## src/rtl/serial_subtractor.sv

```systemverilog
// Bit-serial subtractor: x - y - bin, one bit per clock, LSB first.
// A single borrow flop replaces the ripple chain; start/busy/done handshake.
module serial_subtractor #(
  parameter int WIDTH = 8
) (
  input  logic             clk,
  input  logic             rst_n,
  input  logic             start,
  input  logic [WIDTH-1:0] x,
  input  logic [WIDTH-1:0] y,
  input  logic             bin,
  output logic             busy,
  output logic             done,
  output logic [WIDTH-1:0] diff,
  output logic             bout,
  output logic             ovf
);

  localparam int CW = (WIDTH > 1) ? $clog2(WIDTH) : 1;
  localparam logic [CW-1:0] LAST = CW'(WIDTH - 1);

  typedef enum logic [1:0] {
    IDLE,
    RUN,
    DONE
  } state_t;

  state_t           state;
  logic [WIDTH-1:0] xs;
  logic [WIDTH-1:0] ys;
  logic [WIDTH-1:0] res;
  logic [CW-1:0]    cnt;
  logic             borrow;
  logic             x_msb;
  logic             y_msb;
  logic             d;
  logic             nb;

  // One full-subtractor cell
  assign d  = xs[0] ^ ys[0] ^ borrow;
  assign nb = (~xs[0] & ys[0]) | (~(xs[0] ^ ys[0]) & borrow);

  always_ff @(posedge clk or negedge rst_n) begin
    if (!rst_n) begin
      state  <= IDLE;
      xs     <= '0;
      ys     <= '0;
      res    <= '0;
      cnt    <= '0;
      borrow <= 1'b0;
      x_msb  <= 1'b0;
      y_msb  <= 1'b0;
      busy   <= 1'b0;
      done   <= 1'b0;
      diff   <= '0;
      bout   <= 1'b0;
      ovf    <= 1'b0;
    end else begin
      done <= 1'b0;
      unique case (state)
        IDLE, DONE: begin
          if (start) begin
            xs     <= x;
            ys     <= y;
            borrow <= bin;
            cnt    <= '0;
            x_msb  <= x[WIDTH-1];
            y_msb  <= y[WIDTH-1];
            busy   <= 1'b1;
            state  <= RUN;
          end else begin
            state <= IDLE;
          end
        end
        RUN: begin
          res    <= {d, res[WIDTH-1:1]};
          xs     <= xs >> 1;
          ys     <= ys >> 1;
          borrow <= nb;
          cnt    <= cnt + 1'b1;
          if (cnt == LAST) begin
            // d is the result MSB on the final bit
            diff  <= {d, res[WIDTH-1:1]};
            bout  <= nb;
            ovf   <= (x_msb ^ y_msb) & (d ^ x_msb);
            busy  <= 1'b0;
            done  <= 1'b1;
            state <= DONE;
          end
        end
        default: state <= IDLE;
      endcase
    end
  end

endmodule

```

## config.mk

```make
export PLATFORM = sky130hd
export DESIGN_NAME = serial_subtractor
export DESIGN_NICKNAME = d
export VERILOG_FILES = /design/src/rtl/serial_subtractor.sv
export SDC_FILE = /design/constraint.sdc
export NUM_CORES = 1
export LEC_CHECK = 0
export BUFFER_PORTS_ARGS = -buffer_cell sky130_fd_sc_hd__buf_2
export CORE_MARGIN = 10
export CORE_UTILIZATION = 35
export DETAILED_ROUTE_END_ITERATION = 7
export PLACE_DENSITY_LB_ADDON = 0.05
export SYNTH_ARGS = -nofsm -noshare
export SYNTH_HDL_FRONTEND = slang
export SYNTH_SLANG_ARGS = --single-unit
```

## constraint.sdc

```tcl
create_clock -name clk -period 2.8 [get_ports clk]
set_input_delay 0 -clock clk [delete_from_list [all_inputs] [get_ports clk]]
set_output_delay 0 -clock clk [all_outputs]
set_load 0.1 [all_outputs]
```

==> impl_metrics.toml, run 1 <==
[grt]
grt_overflow = 0
grt_pass1_wl_um = 6620
antenna_found_initial = 0
grtUsageTotal_pct = 9.73
grt_max_degree = 44
grt_pass1_vias = 1341

[detailed_routing]
wl_per_cell_um = 14.7
wl_met3_um = 252
top_layer_used = "met4"
drc_errors = 0
antenna_left = 0
viasPerCell = 4.76
wl_met2_um = 1640
drt_iter0_drc = 47
dr.pass1.iters = 6
wl_um = 3700
vias = 1200
wl_met1_um = 1760

[clock_network]
clock_sinks = 43
cts_buffers = 5
clockBufferDepth = 2
cts_setup_buffers = 0
cts_tree = "yes"
clockRootBuffer = "clkbuf_8"
h-tree-depth = 2
path_clk_slew_ns = 0.08
clock_latency_ns = 0.29

[timing]
hold_slack_ns = 0.00526
rsz0062_at_grt = "no"
worst_pin_slew_ns = 0.960
finalHoldViolCount = 0
setup_viol = 0
fin_skew_ns = 0.00616
maxSlewHeadroom_pct = 36.0
finalMaxSlewViolations = 0
finalSetupTns_ns = 0
fin_crit_ns = 1.77
fin_crit_sh_pct = 63.2
fmax_mhz = 565

[setup_path]
critical_path_class = "reg2reg"
r2r_cells = 4
crit_slowest_cell = "nand3b_1"
crit_fanout = 14
cpMostUsedCell = "ha_1"
endpoint = "diff[6]$_DFFE_PN0P_"
startpoint = "cnt[0]$_DFFE_PN0P_"
required_ns = 2.98
reg2reg_slack_ns = 1.03
crit_chain = "ha_1 > ha_1 > nand3b_1 > mux2_2"
critPathLaunchType = "flip-flop"
worstPathArrival_ns = 1.95
r2r_start = "cnt[0]$_DFFE_PN0P_"
endpoint_kind = "flip-flop"
regToRegEndpoint = "diff[6]$_DFFE_PN0P_"
cpPeakStageDelay_ns = 0.48

[flow_run]
cap_violations = 0

[finish]
antenna_cells = 0
area_delta_synth_final_pct = 24.6
fin_nets = 207
fin_area_um2 = 2190
finish.utilization_pct = 45.8
final_layout_size_suffix_gt1_share_pct = 28.6

[logic_synthesis]
synth_cell_types = 23
synth-seq-cells = 43
postSynthNetCount = 163
synth_warnings = 0
synth_top_area_share_pct = 61.2
ys_top_cells_by_area = "dfrtp_1, a22o_1, mux2_2"
yosysTopAreaCell = "dfrtp_1"
syn_area_um2 = 1760
ys_seq_area_share_pct = 61.2
synthCells = 140
syn_avg_cell_area_um2 = 12.6

[floorplanning]
core_area_um2 = 4790
row_count = 25
die_y_um = 90.9
die_x_um = 90.9
start_util_pct = 36.7
die_area_um2 = 8260
ioPinCount = 32

[placement]
io_buffers = 31
post-dp-hpwl_um = 2400
dpl_cell_area_um2 = 1960
gp_congestion = 0.686

[min_path]
min_path_type = "in2reg"

[outcome]
status = "completed"
-- worst min-delay path by stage --
| stage | cells past startpoint | end | slack [ns] | startpoint |
|---|---|---|---|---|
| after detailed placement | 1 | busy$_DFFE_PN0P_ | 0.22 | rst_n |
| after global placement | 1 | diff[3]$_DFFE_PN0P_ | 0.19 | rst_n |
| after CTS | 3 | xs[1]$_DFFE_PN0P_ | 0.0002 | x[1] |
| after global routing | 3 | xs[0]$_DFFE_PN0P_ | 0.008 | x[0] |
| final | 3 | xs[1]$_DFFE_PN0P_ | 0.005 | x[1] |
| after floorplan | 0 | borrow$_DFFE_PN0P_ | -0.30 | rst_n |
-- cell usage in the layout, fill, tap and decap left out, types with 2 or more instances in the layout --
| cell type | n |
|---|---|
| nor2_1 | 3 |
| clkbuf_8 | 7 |
| inv_1 | 4 |
| a221o_1 | 2 |
| o21ai_0 | 2 |
| mux2_2 | 11 |
| buf_2 | 31 |
| ha_1 | 2 |
| dlygate4sd3_1 | 13 |
| buf_4 | 2 |
| dfrtp_1 | 43 |
| a21o_1 | 13 |
| a22o_1 | 17 |
| nand2_1 | 23 |
| nor2b_1 | 2 |
-- per-layer routing --
layer | vias to the layer above | track usage [%]
li1 | 570 | -
met1 | 594 | 12.3
met2 | 31 | 14.7
met3 | 5 | 3.91
met4 | 0 | 3.13
met5 | - | 0
-- metrics by stage --
| step | cells | setup slack [ns] |
|---|---|---|
| 2_1_floorplan | 140 | 1.22 |
| 3_3_place_gp | 231 | 1.07 |
| 3_5_place_dp | 231 | 1.03 |
| 4_1_cts | 252 | 1.02 |
| 5_1_grt | 252 | 0.922 |
| 6_report | 252 | 1.03 |
-- kinds of logic (layout without fill, tap and decap cells) --
logic type               count (synthesis)  in the layout  share of synthesized area [%]
flip-flops                              43             43                           61.2
adder cells (fa/ha/maj)                  3              3                           2.56
AO/OA/AOI/OAI                           36             36                           16.4
multiplexers                            11             11                           7.05
AND/OR/NAND/NOR                         34             34                           8.75
buffers and inverters                   13             58                           3.98
-- area by class of cell --
| class | instances | area [um^2] |
|---|---|---|
| fillers | 467 | 2600 |
| flip-flops and latches | 43 | 1080 |
| multi-input cells | 84 | 614 |
| repair buffers | 46 | 300 |
| clock buffers | 8 | 100 |
| well taps | 67 | 83.8 |
| inverters | 4 | 15.0 |
-- critical path: cells and delay by family (launching register included) --
family,cells,cell delay [ns]
mux,1,0.40
flops,1,0.39
simple gates,1,0.48
fa+ha+maj,2,0.39
-- synthesized netlist by cell type (all sizes together) --
cell and number:
nor3b 1, fa 1, nor3 1, inv 4, a21oi 1, mux2 11
o21ai 2, nand3b 1, buf 9, a21o 13, nand2b 1, nand2 23
nor2 4, nor2b 3, dfrtp 43, o21bai 1, a22o 17, ha 2
a221o 2
-- registers in the layout, summed over array words and instances (netlist names) --
signal  flops
res         7
xs          8
x_msb       1
ovf         1
diff        8
cnt         3
done        1
borrow      1
bout        1
ys          8
state       2
y_msb       1
busy        1
-- timing repair --
action / CTS / global route
resized for setup: 0 / 0
hold endpoints to repair: 57 / 0
setup endpoints to repair: 0 / 0
hold buffers: 13 / 0
Power of run 1 is left out: the tool's default activity adds up to more than one toggle a clock period on the data nets, which glitch-free logic cannot reach.
==> run 2, diff against run 1 <==
==> constraint.sdc (replaced) <==
create_clock -name clk -period 1.6 [get_ports clk]
set_input_delay 0 -clock clk [delete_from_list [all_inputs] [get_ports clk]]
set_output_delay 0 -clock clk [all_outputs]
set_load 0.1 [all_outputs]
==> impl_metrics.toml, run 2 (synthesis gave the netlist of run 1 again) <==
[timing]
finalHoldViolCount = 0
fin_crit_sh_pct = 95.6
worst_pin_slew_ns = 0.545
worst_slack_ns = 0.0707
rsz0062_at_grt = "yes"
fin_skew_ns = 0.00608
fin_crit_ns = 1.53
finalSetupTns_ns = 0
fmax_mhz = 654
finalMaxSlewViolations = 0
setup_viol = 0
maxSlewHeadroom_pct = 63.7

[floorplanning]
ioPinCount = 32
die_area_um2 = 8260
core_area_um2 = 4790
die_x_um = 90.9
start_util_pct = 36.7
die_y_um = 90.9
row_count = 25

[finish]
final_common_cell = "dfrtp_1"
fillers = 467
area_delta_synth_final_pct = 25.7
layout_common_cells = "dfrtp_1, buf_2, nand2_1"
largestRegisters = "diff (8), xs (8), ys (8)"
antenna_cells = 0
fin_nets = 209
final_layout_size_suffix_gt1_share_pct = 31.0

[setup_path]
reg2reg_slack_ns = 0.07
worst-path-buf-inv = 1
crit_chain = "ha_1 > ha_1 > nand3b_1 > buf_4 > mux2_2"
cpPeakStageDelay_ns = 0.39
r2r_cells = 5
cpMostUsedCell = "ha_1"
crit_slowest_cell = "dfrtp_1"
critical_path_class = "reg2reg"
worstPathArrival_ns = 1.70
critPathLaunchType = "flip-flop"
cpLargestDelayFamily = "adder cells"
crit_fanout = 8
regToRegEndpoint = "diff[7]$_DFFE_PN0P_"
r2r_start = "cnt[0]$_DFFE_PN0P_"
endpoint_kind = "flip-flop"
required_ns = 1.78

[min_path]
min_path_type = "in2reg"
min_from = "y[4]"
holdPathEnd = "ys[4]$_DFFE_PN0P_"
min_path_cells = 3

[detailed_routing]
wl_met2_um = 1720
wl_um = 3690
vias = 1203
top_layer_used = "met4"
antenna_left = 0
drc_errors = 0
wl_met1_um = 1720
drt_iter0_drc = 38
dr.pass1.iters = 4
viasPerCell = 4.74
wl_per_cell_um = 14.5
wl_met3_um = 233

[flow_run]
cap_violations = 0

[clock_network]
h-tree-depth = 2
clockRootBuffer = "clkbuf_8"
cts_setup_buffers = 0
cts_buffers = 5
clock_latency_ns = 0.29
clockBufferDepth = 2
path_clk_slew_ns = 0.08
cts_resized = 0
cts_tree = "yes"
clock_sinks = 43

[placement]
post-dp-hpwl_um = 2470
gp_congestion = 0.716
io_buffers = 31
dpl_worst_slack_ns = 0.0867

[grt]
antenna_found_initial = 0
grt_pass1_vias = 1288
grt_max_degree = 44
grtUsageTotal_pct = 9.37
grt_overflow = 0
grt_pass1_wl_um = 6330

[outcome]
status = "completed"
run 2: worst max path at each step:
stage	startpoint	endpoint	slack, ns	cells past startpoint
2_1_floorplan	cnt[0]$_DFFE_PN0P_	diff[2]$_DFFE_PN0P_	0.02	5
3_3_place_gp	cnt[0]$_DFFE_PN0P_	diff[7]$_DFFE_PN0P_	0.10	5
3_5_place_dp	cnt[0]$_DFFE_PN0P_	diff[4]$_DFFE_PN0P_	0.09	5
4_1_cts	cnt[0]$_DFFE_PN0P_	diff[7]$_DFFE_PN0P_	0.06	5
5_1_grt	cnt[0]$_DFFE_PN0P_	diff[3]$_DFFE_PN0P_	-0.02	5
6_report	cnt[0]$_DFFE_PN0P_	diff[7]$_DFFE_PN0P_	0.07	5
run 2: final cells by class:
type	count	area, um^2	area share (%)
Clock buffer	8	100	4.53
Tap cell	67	83.8	3.79
Multi-Input combinational cell	84	614	27.8
Timing Repair Buffer	48	320	14.5
Inverter	4	15.0	0.680
Sequential cell	43	1080	48.7
run 2: through the flow:
stage / area [um^2] / util, % / cells / hold WS (ns)
3_5_place_dp: 2010 / 42.0 / 236 / 0.114
4_1_cts: 2210 / 46.2 / 254 / 0.000926
5_1_grt: 2210 / 46.2 / 254 / 0.0154
3_3_place_gp: 2010 / 42.0 / 236 / 0.104
6_report: 2210 / 46.2 / 254 / 0.0147
2_1_floorplan: 1760 / - / 140 / -0.296
run 2: repair_timing:
action / 4_1_cts / 5_1_grt
setup endpoints to repair: 0 / 2
hold buffers: 10 / 0
hold endpoints to repair: 54 / 0
run 2: metal layers:
| layer | vias to the layer above | GRT usage [%] |
|---|---|---|
| li1 | 578 | - |
| met1 | 599 | 11.2 |
| met2 | 24 | 14.5 |
| met3 | 2 | 4.07 |
| met4 | 0 | 3.52 |
| met5 | - | 0 |
run 2: worst min-delay path, delay by kind of cell:
family | cells | cell delay (ns)
AOI/OAI and AO/OA | 2 | 0.20
buffers and inverters | 1 | 0.07
Power of run 2 is left out for the same reason.
